**src/rtl/ram_bist.sv**
```systemverilog
// SRAM built-in self-test: writes a pattern over 0..LAST_ADR, reads it back and compares.
// Two cycles per access with a zero-wait slave; one access outstanding, held while stall_i is high.
module ram_bist #(
  parameter int          AW       = 19,
  parameter int          DW       = 16,
  parameter int          LAST_ADR = 2**AW - 1,
  parameter int          ECW      = 16,
  parameter logic [31:0] SEED     = 32'h0000_0001
) (
  input  logic              clk_i,
  input  logic              reset_i,
  input  logic              start_i,
  input  logic [1:0]        mode_i,
  output logic              cyc_o,
  output logic              stb_o,
  output logic              we_o,
  output logic [DW/8-1:0]   sel_o,
  output logic [AW-1:0]     adr_o,
  output logic [DW-1:0]     dat_o,
  input  logic              ack_i,
  input  logic              stall_i,
  input  logic [DW-1:0]     dat_i,
  output logic              busy_o,
  output logic              done_o,
  output logic              pass_o,
  output logic [ECW-1:0]    err_count_o,
  output logic [AW-1:0]     first_err_adr_o
);

  typedef enum logic [1:0] {IDLE, WRITE, READ, DONE} state_t;

  state_t         state, state_nxt;
  logic [1:0]     mode_q;
  logic [AW-1:0]  adr_q;
  logic [31:0]    lfsr_q;
  logic [31:0]    lfsr_nxt;
  logic           stb_q, pend_q, cyc_q, busy_q, done_q, pass_q;
  logic [ECW-1:0] err_q;
  logic [AW-1:0]  first_q;
  logic [DW-1:0]  pat;
  logic           start_ok, accept, ack_ok, last, miss;

  assign start_ok = ((state == IDLE) || (state == DONE)) && start_i;
  assign accept   = stb_q & ~stall_i;
  // Acks are only meaningful while an accepted access is waiting for them.
  assign ack_ok   = pend_q & ack_i;
  assign last     = (adr_q == AW'(LAST_ADR));
  assign miss     = (dat_i != pat);

  always_comb begin
    lfsr_nxt = {lfsr_q[30:0], lfsr_q[31] ^ lfsr_q[21] ^ lfsr_q[1] ^ lfsr_q[0]};
    unique case (mode_q)
      2'd0:    pat = DW'(adr_q);
      2'd1:    pat = ~DW'(adr_q);
      2'd2:    pat = lfsr_q[DW-1:0];
      default: pat = {{(DW-1){1'b0}}, 1'b1} << (int'(adr_q) % DW);
    endcase
  end

  always_comb begin
    state_nxt = state;
    unique case (state)
      IDLE, DONE: if (start_i) state_nxt = WRITE;
      WRITE:      if (ack_ok && last) state_nxt = READ;
      default:    if (ack_ok && last) state_nxt = DONE;
    endcase
  end

  always_ff @(posedge clk_i) begin
    if (!reset_i) state <= IDLE;
    else          state <= state_nxt;
  end

  always_ff @(posedge clk_i) begin
    if (!reset_i) begin
      mode_q  <= 2'd0;
      adr_q   <= '0;
      lfsr_q  <= '0;
      stb_q   <= 1'b0;
      pend_q  <= 1'b0;
      cyc_q   <= 1'b0;
      busy_q  <= 1'b0;
      done_q  <= 1'b0;
      pass_q  <= 1'b0;
      err_q   <= '0;
      first_q <= '0;
    end else if (start_ok) begin
      mode_q  <= mode_i;
      adr_q   <= '0;
      lfsr_q  <= SEED;
      stb_q   <= 1'b1;
      pend_q  <= 1'b0;
      cyc_q   <= 1'b1;
      busy_q  <= 1'b1;
      done_q  <= 1'b0;
      pass_q  <= 1'b0;
      err_q   <= '0;
      first_q <= '0;
    end else begin
      if (accept) begin
        stb_q  <= 1'b0;
        pend_q <= 1'b1;
      end
      if (ack_ok) begin
        pend_q <= 1'b0;
        if ((state == READ) && miss) begin
          if (err_q != {ECW{1'b1}}) err_q <= err_q + 1'b1;
          if (err_q == '0) first_q <= adr_q;
        end
        if (!last) begin
          adr_q  <= adr_q + 1'b1;
          lfsr_q <= lfsr_nxt;
          stb_q  <= 1'b1;
        end else if (state == WRITE) begin
          adr_q  <= '0;
          lfsr_q <= SEED;
          stb_q  <= 1'b1;
        end else begin
          cyc_q  <= 1'b0;
          busy_q <= 1'b0;
          done_q <= 1'b1;
          pass_q <= (err_q == '0) && !miss;
        end
      end
    end
  end

  assign cyc_o           = cyc_q;
  assign stb_o           = stb_q;
  assign we_o            = cyc_q && (state == WRITE);
  assign sel_o           = '1;
  assign adr_o           = cyc_q ? adr_q : '0;
  assign dat_o           = (state == WRITE) ? pat : '0;
  assign busy_o          = busy_q;
  assign done_o          = done_q;
  assign pass_o          = pass_q;
  assign err_count_o     = err_q;
  assign first_err_adr_o = first_q;

endmodule

```
**config.mk**
```make
export PLATFORM = sky130hd
export DESIGN_NAME = ram_bist
export DESIGN_NICKNAME = d
export VERILOG_FILES = /design/src/rtl/ram_bist.sv
export SDC_FILE = /design/constraint.sdc
export NUM_CORES = 1
export LEC_CHECK = 0
export ABC_AREA = 1
export BUFFER_PORTS_ARGS = -buffer_cell sky130_fd_sc_hd__buf_2
export CELL_PAD_IN_SITES_DETAIL_PLACEMENT = 0
export CELL_PAD_IN_SITES_GLOBAL_PLACEMENT = 1
export CORE_MARGIN = 4
export CORE_UTILIZATION = 42
export DETAILED_ROUTE_END_ITERATION = 12
export PLACE_DENSITY_LB_ADDON = 0.1
export SKIP_LAST_GASP = 1
export SLEW_MARGIN = 20
export SYNTH_ARGS = -nofsm -noshare
export SYNTH_HDL_FRONTEND = slang
export SYNTH_SLANG_ARGS = --single-unit
```
**constraint.sdc**
```tcl
create_clock -name clk_i -period 3.88 [get_ports clk_i]
set_clock_uncertainty 0.05 [all_clocks]
set_input_delay 0.582 -clock clk_i [delete_from_list [all_inputs] [get_ports clk_i]]
set_output_delay 0.582 -clock clk_i [all_outputs]
set_load 0.05 [all_outputs]
```
======== Word-level counts from Yosys, hierarchy flattened ========
Index checks and enable logic that the tools add are counted.
operators by class
  add/sub/neg operators ................... 2
  shift operators ......................... 1
  reductions and logical operators ........ 23
  muxes and demuxes ....................... 22
  equal/unequal tests ..................... 13
  bitwise logic cells ..................... 9
operator list
  kind                                                                    count
  32-bit 2-to-1 mux                                                       2
  19-bit 2-to-1 mux                                                       3
  16-bit one-hot mux with 3 select lines                                  1
  19-bit by 1-bit adder with 19-bit output (second input constant)        1
  19-bit equality test (second input constant)                            1
  16-bit by 1-bit adder with 16-bit output (second input constant)        1
  16-bit zero test                                                        1
  16-bit 2-to-1 mux                                                       1
  16-bit inequality test                                                  1
  16-bit inequality test (second input constant)                          1
  16-bit inverter                                                         1
  1-bit by 4-bit left shift with 16-bit output (first input constant)     1
  3-bit AND reduction                                                     5
  1-bit 2-to-1 mux                                                        11
  2-bit equality test (second input constant)                             3
  2-bit 2-to-1 mux                                                        3
  2-bit inequality test (second input constant)                           3
  2-bit nonzero test                                                      3
  1-bit logical AND                                                       5
  2-bit by 1-bit equality test with 1-bit output (second input constant)  2
  2-bit zero test                                                         2
  2-bit one-hot mux with 2 select lines                                   1
  2-bit AND reduction                                                     2
  2-bit OR reduction                                                      2
  other kinds (8)                                                         13
storage, ports and cells
  register bits ........................... 95
  logic and storage cells ................. 82
  output and inout port bits .............. 78

======== Longest topological paths before layout ========
Gate-level depths: netlist (run 1).
  depth in word-level cells ............... 7
  mapped depth ............................ 19

======== Least setup slack after synthesis (run 1) ========
Ideal clock, no wire load.
  path type ............................... reg-to-output
  start point ............................. register adr_q[1]
  end point ............................... output port dat_o[3]
  arrival time ............................ 1.726 ns
  path slack .............................. 1.522 ns
  stages on the path, launching flop included .. 7
  cell sequence ........................... dfxtp_1 > ha_1 > ha_1 > inv_1 > o21ai_0 > nand2_1 > nor2_1
between the ends
  longest elaborated chain between the ends .. 3
RTL lines
  element                                       line  text
  start: declaration                            34    logic [AW-1:0] adr_q;
  start signal: assignment                      111   adr_q <= adr_q + 1'b1;
  1-bit by 4-bit left shift with 16-bit output  56    default: pat = {{(DW-1){1'b0}}, 1'b1} << (int'(adr_q) % DW);
  16-bit one-hot mux with 3 select lines        52    unique case (mode_q)
  16-bit 2-to-1 mux                             133   assign dat_o = (state == WRITE) ? pat : '0;
  end: declaration                              19    output logic [DW-1:0] dat_o,
No other way between the ends.

======== Worst setup path after layout (run 1) ========
  start point ............................. register mode_q[1]
  end point ............................... register first_q[18], in the netlist first_err_adr_o[18]
between the ends
  longest elaborated chain between the ends .. 5
  elaborated cells between the ends (all ways) .. 7
RTL lines
  element                                            line  text
  start: declaration                                 33    logic [1:0] mode_q;
  start signal: assignment                           88    mode_q <= mode_i;
  2-bit equality test, or another cell as far along  52
  16-bit one-hot mux with 3 select lines (*)         52
  16-bit inequality test (*)                         48    assign miss = (dat_i != pat);
  1-bit logical AND (*)                              106   if ((state == READ) && miss) begin
  3-bit AND reduction (no line) (*)                  n/a
  end signal: assignment                             108   if (err_q == '0) first_q <= adr_q;
  end: declaration                                   39    logic [AW-1:0] first_q;
Mark *: on every way between the ends. The rest lies on a longest branch, timed or not.
A chain may end at the register's enable or synchronous reset.

==> results of run 1 <==
-- worst max-delay path: cells and delay by family (launching register included) --
kind                   cells  cell delay, ns
AND/OR/NAND/NOR           11            1.72
AO/OA/AOI/OAI              1            0.19
flip-flops                 1            0.71
buffers and inverters      1            0.22
-- registers in the layout (all words and copies together) (netlist names), 2 cells and up --
name             cells
first_err_adr_o     19
state                2
lfsr_q              32
mode_q               2
err_count_o         16
adr_q               19
-- area by class of cell --
class | count | share of cell area [%]
multi-input combinational | 651 | 47.00
sequential | 95 | 29.93
timing repair buffer | 106 | 8.663
inverter | 105 | 6.202
clock buffer | 11 | 3.977
tap | 172 | 3.386
clock inverter | 4 | 0.8466
-- where the power goes --
group	internal, mW	switching, mW	total, mW
Clock	0.534	0.385	0.919
Combinational	0.105	0.293	0.398
Sequential	0.987	0.0330	1.02
-- cells by family (layout without fill, tap and decap cells) --
kind of cell | Yosys count | count (layout) | share of synthesized area, %
simple gates | 521 | 521 | 38.98
flops | 95 | 95 | 34.44
fa+ha+maj | 11 | 11 | 2.493
xor+xnor | 20 | 20 | 3.172
other cells | 1 | 2 | 0.06792
compound gates | 97 | 97 | 9.268
buf+inv | 150 | 226 | 11.58
-- worst paths after layout --
kind	end	slack [ns]
max	first_err_adr_o[18]	0.84
min	lfsr_q[17]	0.41
max reg2reg	first_err_adr_o[18]	0.84
min reg2reg	lfsr_q[17]	0.41
-- routing by layer --
layer	vias up	GRT usage (%)
met2	115	33.14
met3	17	4.009
li1	2917	-
met4	0	5.318
met1	2464	27.62
met5	-	0
-- Yosys cell counts --
cell type  instances
a31oi_1            1
nor2_1           116
o21bai_1           5
buf_6              3
clkbuf_2           1
nand3_2            1
buf_2              9
inv_1             99
nor3_2             1
buf_4             11
o21ai_0           19
nand3_1           33
o21a_1             2
nor3b_1            1
ha_1              11
o21ai_1           13
nand2_1          316
dfxtp_1           95
conb_1             1
a22oi_1            1
clkbuf_1          21
nor3_1            14
nor2_4             1
o211ai_1           1
nand3b_1          15
a21oi_1           53
xor2_1            18
inv_2              6
nor4_1             6
nand2_2            1
xnor2_1            2
o22ai_1            2
nand4_1           16
-- through the flow --
stage	cells	total power, mW
floorplan	896	1.352
global placement	1129	1.434
detailed placement	1129	1.439
CTS	1144	2.357
global route	1144	2.449
finish	1144	2.337
==> reports/metrics.yaml, run 1 <==
ir_worst_vdd_mv: 0.2843
diodes: 0
synth_top_area_cell: "dfxtp_1"
crit_slowest_cell: "dfxtp_1"
seqCellArea_sq_um: 1902
leakagePower_nw: 3.156
worstSkewPairLatency_ns: 0.35
clk_pin_slew_ns: 0.07
wl_per_cell_microns: 13.22
tritoncts: "done"
r2r.worst_path.cells: 13
hold_ws_ns: 0.4102
setup_viol: 0
holdCritPathClass: "reg2reg"
most-common-layout-cells: "nand2_1, nor2_1, inv_1"
core-area_sq_um: 12720
critPathMaxStageDelay_ns: 0.71
synthTopCellsByArea: "dfxtp_1, nand2_1, nor2_1"
hold_start: "lfsr_q[17]"
cts_root_buf: "clkbuf_16"
dp_hpwl_microns: 11380
cts_hold_repair.buffers: 0
grt_max_degree: 39
drt_wl_total_microns: 15130
grt_pass1_vias: 4907
ys_seq_elements: 95
crit_chain: "nand2_1 > inv_2 > o21ai_0 > nand2_1 > nand2_1 > nand2_1 > nor2_1 > nand2_1 > nor2_1 > nand2_2 > nand3_2 > nor2_1 > nor2_1"
gp_congestion: 0.9370
drt-initial-drc-count: 374
grt-ovfl-total: 0
dieArea_sq_um: 15050
routed-via-count: 5513
post-cts-setup-buffers: 0
fill_cells: 1408
p_per_area_nw_per_um2: 367.7
yosysSeqAreaShare_pct: 34.44
slew_viol_final: 0
drc: 0
drt-vias-per-instance: 4.819
hold_viol: 0
grt_pass1_wl_microns: 24410
synth_cell_types: 33
placedInstanceArea_sq_um: 6048
final_nets: 1002
slew_headroom_pct: 37.20
dieWidth_microns: 122.7
port_buffers: 98
htree_num_levels: 3
antenna_found_initial: 0
dr_wl_met2_microns: 6943
fin_area_sq_um: 6355
synth_top_area_share_pct: 34.44
clock.fmax_ghz: 0.3291
fin_crit_ns: 3.039
drive_above_1_share_pct: 13.58
cp_common_cell: "nand2_1"
numCtsBuffers: 9
final.setup.worst_slack_ns: 0.8415
post-route-util_pct: 49.95
hold_path_depth: 2
rsz0062_at_grt: "false"
syn_avg_cell_area_sq_um: 6.169
cap_violations: 0
status: "completed"
boundaryPins: 101
clk_path_buf_depth: 2
wl_met3_microns: 691
cp-startpoint: "mode_q[1]"
die_h_microns: 122.7
max_slew.worst_pin.slew_ns: 0.9410
finalCritPeriodShare_pct: 78.31
grt_use_total_pct: 20.37
ctsResizeCount: 0
first_pass_iters: 6
arrival_ns: 3.22
tns_ns: 0
cp-end-kind: "flip-flop"
postRouteAntennaNets: 0
layout_commonest_cell: "nand2_1"
r2r-start: "mode_q[1]"
dp_slack_ns: 0.8518
start_kind: "flip-flop"
cp_max_fo: 38
yosysWarnings: 0
synth_area_sq_um: 5522
num_rows: 41
synth_cells: 895
met1_length_microns: 7260
worstPathRequired_ns: 4.06
syn2layout_area_growth_pct: 15.09
routed.top_layer: "met4"
start_util_pct: 43.40
multi_input_comb_area_sq_um: 2987
cts_sinks: 95
crit_type: "reg2reg"
Note: power is estimated with default switching activity, not from simulation.
==> inputs of run 2 (changes only) <==
--- a/config.mk
+++ b/config.mk
@@ -5,12 +5,12 @@
 export SDC_FILE = /design/constraint.sdc
 export NUM_CORES = 1
 export LEC_CHECK = 0
-export ABC_AREA = 1
+export ABC_AREA = 0
 export BUFFER_PORTS_ARGS = -buffer_cell sky130_fd_sc_hd__buf_2
 export CELL_PAD_IN_SITES_DETAIL_PLACEMENT = 0
 export CELL_PAD_IN_SITES_GLOBAL_PLACEMENT = 1
 export CORE_MARGIN = 4
-export CORE_UTILIZATION = 42
+export CORE_UTILIZATION = 37
 export DETAILED_ROUTE_END_ITERATION = 12
 export PLACE_DENSITY_LB_ADDON = 0.1
 export SKIP_LAST_GASP = 1
==> constraint.sdc (replaced) <==
create_clock -name clk_i -period 2.75 [get_ports clk_i]
set_clock_uncertainty 0.05 [all_clocks]
set_input_delay 0.4125 -clock clk_i [delete_from_list [all_inputs] [get_ports clk_i]]
set_output_delay 0.4125 -clock clk_i [all_outputs]
set_load 0.05 [all_outputs]
==> run 2 against run 1 <==
Compared with the run above: synthesized cell count down 28%; clock power up 34%; die area up 7.7%; sequential power up 40%; count of clock-buffer cells in the layout up 1.
==> reports/metrics.yaml, run 2 <==
postRouteAntennaNets: 0  # unchanged
fill_cells: 1413  # was 1408
port_buffers: 98  # unchanged
dieArea_sq_um: 16210  # was 15050 sq um
crit_slowest_cell: "or4_1"  # was dfxtp_1
num_rows: 43  # was 41
core-area_sq_um: 13930  # was 12720 sq um
leakagePower_nw: 2.670  # was 3.156 nW
synth_top_family_by_area: "simple AND/OR/NAND/NOR gates"  # unchanged
grt_max_degree: 50  # was 39
wl_per_cell_microns: 16.34  # was 13.22 microns
placedInstanceArea_sq_um: 6280  # was 6048 sq um
comb_power_share_pct: 19.6  # was 17.0%
drive_above_1_share_pct: 26.25  # was 13.58%
antenna_found_initial: 0  # unchanged
cts_hold_repair.buffers: 0  # unchanged
final_cells: 961  # was 1144
ir_worst_vdd_mv: 0.3782  # was 0.2843 mV
drt-vias-per-instance: 5.275  # was 4.819
largest_reg_flops: 32  # unchanged
syn_avg_cell_area_sq_um: 8.154  # was 6.169 sq um
synthAdderAreaFrac_pct: 2.613  # was 2.493%
grt_use_total_pct: 19.28  # was 20.37%
yosysSeqAreaShare_pct: 36.10  # was 34.44%
cap_violations: 0  # unchanged
worstPathRequired_ns: 2.95  # was 4.06 ns
p_seq_share_pct: 43.2  # was 43.6%
regMostFlops: "lfsr_q"  # unchanged
cp_top_family: "simple AND/OR/NAND/NOR gates"  # unchanged
grt-ovfl-total: 0  # unchanged
clk_path_buf_depth: 2  # unchanged
max_slew.worst_pin.slew_ns: 0.6190  # was 0.9410 ns
crit_type: "reg2reg"  # unchanged
cp_common_cell: "inv_1"  # was nand2_1
p_per_area_nw_per_um2: 494.1  # was 367.7 nW/um^2
numCtsBuffers: 9  # unchanged
synth_ff_type: "dfxtp_1"  # unchanged
critPathMaxStageDelay_ns: 0.53  # was 0.71 ns
yosysWarnings: 0  # unchanged
hold_viol: 0  # unchanged
ys_seq_elements: 95  # unchanged
clock.fmax_ghz: 0.3749  # was 0.3291 GHz
hold_start: "mode_i[0]"  # was lfsr_q[17]
start_util_pct: 37.80  # was 43.40%
power_switching_mw: 1.017  # was 0.7114 mW
cts_sinks: 95  # unchanged
slew_viol_final: 0  # unchanged
crit_chain: "inv_1 > ha_1 > inv_1 > o21ai_0 > buf_4 > a31oi_4 > xnor2_1 > nor4_1 > and4_4 > buf_12 > or4_1 > o211a_1"  # was nand2_1 > inv_2 > o21ai_0 > nand2_1 > nand2_1 > nand2_1 > nor2_1 > nand2_1 > nor2_1 > nand2_2 > nand3_2 > nor2_1 > nor2_1
min_to: "mode_q[0]"  # was lfsr_q[17]
setup_viol: 0  # unchanged
tns_ns: 0  # unchanged
arrival_ns: 2.86  # was 3.22 ns
most-common-layout-cells: "buf_2, dfxtp_1, nor2_1"  # was nand2_1, nor2_1, inv_1
synth_top_area_cell: "dfxtp_1"  # unchanged
boundaryPins: 101  # unchanged
first_pass_iters: 4  # was 6
cts_root_buf: "clkbuf_16"  # unchanged
reg2reg_slack_ns: 0.08  # was 0.84 ns
slew_headroom_pct: 58.68  # was 37.20%
synthTopCellsByArea: "dfxtp_1, nor2_1, mux2i_1"  # was dfxtp_1, nand2_1, nor2_1
r2r.worst_path.cells: 12  # was 13
synthSimpleGateAreaFrac_pct: 25.42  # was 38.98%
drc: 0  # unchanged
grt_pass1_wl_microns: 25010  # was 24410 microns
hold_path_depth: 3  # was 2
final_nets: 810  # was 1002
dieWidth_microns: 127.3  # was 122.7 microns
routed-via-count: 5069  # was 5513
cp_max_fo: 33  # was 38
synth_area_sq_um: 5268  # was 5522 sq um
grt_pass1_vias: 4733  # was 4907
synth_edf_count: 0  # unchanged
synth-compound-area-share_pct: 18.34  # was 9.268%
status: "completed"  # unchanged
synth_cells: 646  # was 895
yosys-mux-area-fraction_pct: 6.366  # was 0%
fin_area_sq_um: 6694  # was 6355 sq um
pwr-share-clk_pct: 37.2  # was 39.3%
dp_hpwl_microns: 11640  # was 11380 microns
htree_num_levels: 3  # unchanged
clk_pin_slew_ns: 0.07  # about the same
diodes: 0  # unchanged
finalCritPeriodShare_pct: 97.00  # was 78.31%
sw_frac_of_total_pct: 30.76  # was 30.45%
layout_commonest_cell: "buf_2"  # was nand2_1
final.setup.worst_slack_ns: 0.08262  # was 0.8415 ns
start_kind: "flip-flop"  # unchanged
synthArstFlopShare_pct: 0  # unchanged
rsz0062_at_grt: "true"  # was false
drt_wl_total_microns: 15710  # was 15130 microns
synth_xor_area_share_pct: 3.990  # was 3.172%
r2r-end: "err_count_o[15]"  # was first_err_adr_o[18]
p_int_mw: 2.290  # was 1.625 mW
cp-end-kind: "flip-flop"  # unchanged
syn2layout_area_growth_pct: 27.08  # was 15.09%
holdCritPathClass: "in2reg"  # was reg2reg
post-route-util_pct: 48.04  # was 49.95%
gp_congestion: 0.8996  # was 0.9370
fin_crit_ns: 2.667  # was 3.039 ns
dp_cells: 940  # was 1129
synth_cell_types: 64  # was 33
yosysMostFrequentCell: "dfxtp_1"  # was nand2_1
synth_common_cells: "dfxtp_1, nor2_1, nand2_1, a22oi_1"  # was nand2_1, nor2_1, inv_1, dfxtp_1, a21oi_1
drt-initial-drc-count: 367  # was 374
synth_top_area_share_pct: 36.10  # was 34.44%
tritoncts: "done"  # unchanged
worstSkewPairLatency_ns: 0.35  # about the same
dp_slack_ns: -0.3981  # was 0.8518 ns
die_h_microns: 127.3  # was 122.7 microns
r2r-start: "adr_q[0]"  # was mode_q[1]
path_buf_inv: 4  # was 1
-- run 2: changes by cell type in the layout (fill, tap and decap cells not counted), moves of 25 or more --
cell / before / now
and2_1: 0 / 25
nor2_1: 115 / 79
a22oi_1: 1 / 33
nand2_1: 316 / 68
mux2i_1: 0 / 26
buf_4: 8 / 60
a21oi_1: 53 / 27
inv_1: 99 / 20
-- run 2: area by class of cell --
cell class / instances / area [sq um] / area share [%]
clock buffer: 12 / 256.5 / 3.832
clock inverter: 4 / 28.78 / 0.4299
inverter: 21 / 78.83 / 1.178
multi-input combinational: 481 / 3052 / 45.59
sequential: 95 / 1907 / 28.49
tap: 180 / 225.2 / 3.364
timing repair buffer: 168 / 1146 / 17.12
-- run 2: cell families (layout without fill, tap and decap cells) --
kind of cell             after synthesis  in the layout
adder cells (fa/ha/maj)               11             11
buffers and inverters                 71            205
AND/OR/NAND/NOR                      271            271
flip-flops                            95             95
multiplexers                          31             31
other                                  1              2
XOR/XNOR                              24             24
AO/OA/AOI/OAI                        142            142
-- run 2: power groups by stage --
stage               clock, mW  combinational (mW)  sequential (mW)
floorplan                   0               0.418             1.46
global placement            0               0.627             1.46
detailed placement          0               0.634             1.46
CTS                      1.26               0.638             1.43
global route             1.33               0.706             1.43
finish                   1.23               0.650             1.43
-- run 2: metrics by stage --
step	total power, mW	hold WS, ns
after floorplan	1.877	0.4095
after global placement	2.087	0.3901
after detailed placement	2.096	0.3948
after CTS	3.328	0.2717
after global routing	3.465	0.2764
final	3.307	0.2772
-- run 2: worst max-delay path by stage --
stage / startpoint / endpoint / slack (ns) / cells past startpoint
floorplan: err_count_o[1] / err_count_o[13] / 0.02 / 10
detailed placement: adr_q[0] / first_err_adr_o[1] / -0.40 / 10
global route: adr_q[1] / err_count_o[15] / -0.02 / 11
CTS: adr_q[1] / err_count_o[15] / 0.009 / 10
finish: adr_q[0] / err_count_o[15] / 0.08 / 12
global placement: adr_q[0] / first_err_adr_o[13] / -0.27 / 10
-- run 2: per-layer routing --
metal	global-route usage (%)	vias up	share of wire [%]	routed length (microns)
met3	3.428	20	4.7	743
met2	30.04	112	46	7241
li1	-	2548	-	-
met1	26.87	2389	47	7399
met5	0	-	0	0
met4	6.751	0	2.1	322
-- run 2: timing repair --
item                                   CTS  global route
resized for setup                        8             6
buffers inserted                         1             3
pin swaps                                1             2
setup endpoints to repair               36            17
endpoints found under the hold margin    0             0
cloned                                   0             1
-- run 2: worst min-delay path, delay by kind of cell --
family | cells | cell delay, ns
AND/OR/NAND/NOR | 1 | 0.06
AO/OA/AOI/OAI | 1 | 0.05
buffers and inverters | 1 | 0.10
==> inputs of run 3 (changes only) <==
--- a/config.mk
+++ b/config.mk
@@ -9,7 +9,7 @@
 export BUFFER_PORTS_ARGS = -buffer_cell sky130_fd_sc_hd__buf_2
 export CELL_PAD_IN_SITES_DETAIL_PLACEMENT = 0
 export CELL_PAD_IN_SITES_GLOBAL_PLACEMENT = 1
-export CORE_MARGIN = 4
+export CORE_MARGIN = 2
 export CORE_UTILIZATION = 37
 export DETAILED_ROUTE_END_ITERATION = 12
 export PLACE_DENSITY_LB_ADDON = 0.1
==> constraint.sdc (replaced) <==
create_clock -name clk_i -period 2.75 [get_ports clk_i]
set_clock_uncertainty 0.05 [all_clocks]
set_input_delay 0.275 -clock clk_i [delete_from_list [all_inputs] [get_ports clk_i]]
set_output_delay 0.275 -clock clk_i [all_outputs]
set_load 0.05 [all_outputs]
==> run 3 against run 2 <==
Compared with the run above: wire length rose by 0.96%; worst hold slack lost 0.13 ns; sequential power hardly changed; register-to-register slack improved by 0.05 ns; final cell count rose by 1.2%; combinational power rose by 1%; flip-flop and latch count unchanged; critical path depth down 2; sequential share of layout area down 0.32 points; global-route usage increased by 1.9 points; critical endpoint unchanged.
==> reports/metrics.yaml, run 3 (synthesis results as in run 2) <==
status: "completed"  # unchanged
max_slew.worst_pin.slew_ns: 0.6391  # was 0.6190 ns
cts_root_buf: "clkbuf_16"  # unchanged
grt_pass1_vias: 4670  # was 4733
tritoncts: "done"  # unchanged
hold_viol: 0  # unchanged
p_per_area_nw_per_um2: 498.8  # was 494.1 nW/um^2
drive_above_1_share_pct: 28.50  # was 26.25%
numCtsBuffers: 9  # unchanged
crit_type: "reg2reg"  # unchanged
layout_commonest_cell: "buf_2"  # unchanged
antenna_found_initial: 1  # was 0
first_pass_iters: 5  # was 4
num_rows: 43  # unchanged
largest_reg_flops: 32  # unchanged
worstSkewPairLatency_ns: 0.35  # about the same
syn2layout_area_growth_pct: 28.60  # was 27.08%
clk_path_buf_depth: 2  # unchanged
path_buf_inv: 3  # was 4
finalCritPeriodShare_pct: 95.33  # was 97.00%
grt-ovfl-total: 0  # unchanged
ir_worst_vdd_mv: 0.4031  # was 0.3782 mV
slew_viol_final: 0  # unchanged
post-route-util_pct: 48.80  # was 48.04%
arrival_ns: 2.81  # was 2.86 ns
fin_area_sq_um: 6774  # was 6694 sq um
dp_slack_ns: -0.4167  # was -0.3981 ns
cp_max_fo: 33  # unchanged
port_buffers: 98  # unchanged
most-common-layout-cells: "buf_2, dfxtp_1, nor2_1"  # unchanged
dp_hpwl_microns: 11610  # was 11640 microns
crit_chain: "inv_1 > buf_4 > o21ai_0 > o22ai_1 > a221o_1 > nor4_1 > and4_4 > buf_12 > nor4_1 > o211a_1"  # was inv_1 > ha_1 > inv_1 > o21ai_0 > buf_4 > a31oi_4 > xnor2_1 > nor4_1 > and4_4 > buf_12 > or4_1 > o211a_1
final_nets: 822  # was 810
placedInstanceArea_sq_um: 6372  # was 6280 sq um
boundaryPins: 101  # unchanged
start_util_pct: 37.95  # was 37.80%
cp-end-kind: "flip-flop"  # unchanged
drt_wl_total_microns: 15860  # was 15710 microns
hold_ws_ns: 0.1496  # was 0.2772 ns
postRouteAntennaNets: 0  # unchanged
fin_crit_ns: 2.622  # was 2.667 ns
clock.fmax_ghz: 0.3815  # was 0.3749 GHz
dieArea_sq_um: 15210  # was 16210 sq um
grt_max_degree: 54  # was 50
start_kind: "flip-flop"  # unchanged
routed-via-count: 5169  # was 5069
clk_pin_slew_ns: 0.07  # about the same
cp_common_cell: "nor4_1"  # was inv_1
cts_sinks: 95  # unchanged
wl_per_cell_microns: 16.29  # was 16.34 microns
dieWidth_microns: 123.3  # was 127.3 microns
holdCritPathClass: "in2reg"  # unchanged
diodes: 0  # unchanged
fill_cells: 1395  # was 1413
cap_violations: 0  # unchanged
slew_headroom_pct: 57.34  # was 58.68%
setup_viol: 0  # unchanged
grt_pass1_wl_microns: 25030  # was 25010 microns
die_h_microns: 123.3  # was 127.3 microns
drc: 0  # unchanged
drt-vias-per-instance: 5.312  # was 5.275
drt-initial-drc-count: 292  # was 367
worstPathRequired_ns: 2.94  # was 2.95 ns
gp_congestion: 0.8514  # was 0.8996
rsz0062_at_grt: "false"  # was true
htree_num_levels: 3  # unchanged
final.setup.worst_slack_ns: 0.1285  # was 0.08262 ns
regMostFlops: "lfsr_q"  # unchanged
leakagePower_nw: 2.734  # was 2.670 nW
crit_slowest_cell: "a221o_1"  # was or4_1
cp_top_family: "compound AO/OA/AOI/OAI gates"  # was simple AND/OR/NAND/NOR gates
core-area_sq_um: 13880  # was 13930 sq um
total_power_mw: 3.379  # was 3.307 mW
critPathMaxStageDelay_ns: 0.39  # was 0.53 ns
grt_use_total_pct: 21.15  # was 19.28%
-- run 3: cell count changes in the layout (fill, tap and decap cells not counted), sizes merged --
cell	delta
bufinv	+1
clkbuf	-3
buf	+13
clkinv	+1
-- run 3: per-stage QoR --
step           TNS, ns  std cells
2_1_floorplan        0        647
3_3_place_gp    -6.817        956
3_5_place_dp    -9.209        956
4_1_cts              0        973
5_1_grt              0        973
6_report             0        973
-- run 3: area by class of cell --
| cell class | instances | area [sq um] | area share (%) |
|---|---|---|---|
| sequential | 95 | 1908 | 28.17 |
| multi-input combinational | 481 | 3074 | 45.38 |
| clock inverter | 6 | 67.56 | 0.9974 |
| clock buffer | 10 | 239.0 | 3.528 |
| tap | 180 | 225.2 | 3.325 |
| timing repair buffer | 180 | 1181 | 17.44 |
| inverter | 21 | 78.83 | 1.164 |
-- run 3: worst paths after layout --
path / startpoint / to / slack (ns) / cells after the start
min: reset_i / state[0] / 0.15 / 2
max reg2reg: adr_q[0] / err_count_o[15] / 0.13 / 10
min reg2reg: first_err_adr_o[6] / first_err_adr_o[6] / 0.40 / 2
max: adr_q[0] / err_count_o[15] / 0.13 / 10
-- run 3: report_power, final --
group	total, mW	internal (mW)	switching (mW)	leakage, nW
sequential	1.43	1.39	0.0356	0.768
combinational	0.658	0.230	0.429	1.82
clock	1.29	0.733	0.558	0.145
total	3.38	2.36	1.02	2.73
-- run 3: metal layers --
layer  up-vias  part of all wire [%]  wire length [microns]  GRT usage, %
li1       2570                     -                      -             -
met1      2464                    47                   7523         29.69
met2       123                    47                   7389         33.69
met3        12                   4.7                    743         3.736
met4         0                   1.3                    199         5.114
met5         -                     0                      0             0
-- run 3: worst register-to-register path: cells and delay by family, from the launching register on --
family                 cells  cell delay (ns)
and+or+nand+nor            3             0.58
DFF                        1             0.38
AOI/OAI and AO/OA          4             1.09
buffers and inverters      3             0.42
-- run 3: what timing repair did --
item                                    4_1_cts  5_1_grt
pin swaps                                     1        2
resized for setup                             9       13
buffers inserted                              1        0
hold buffers                                  0        0
endpoints found under the setup margin       36       18
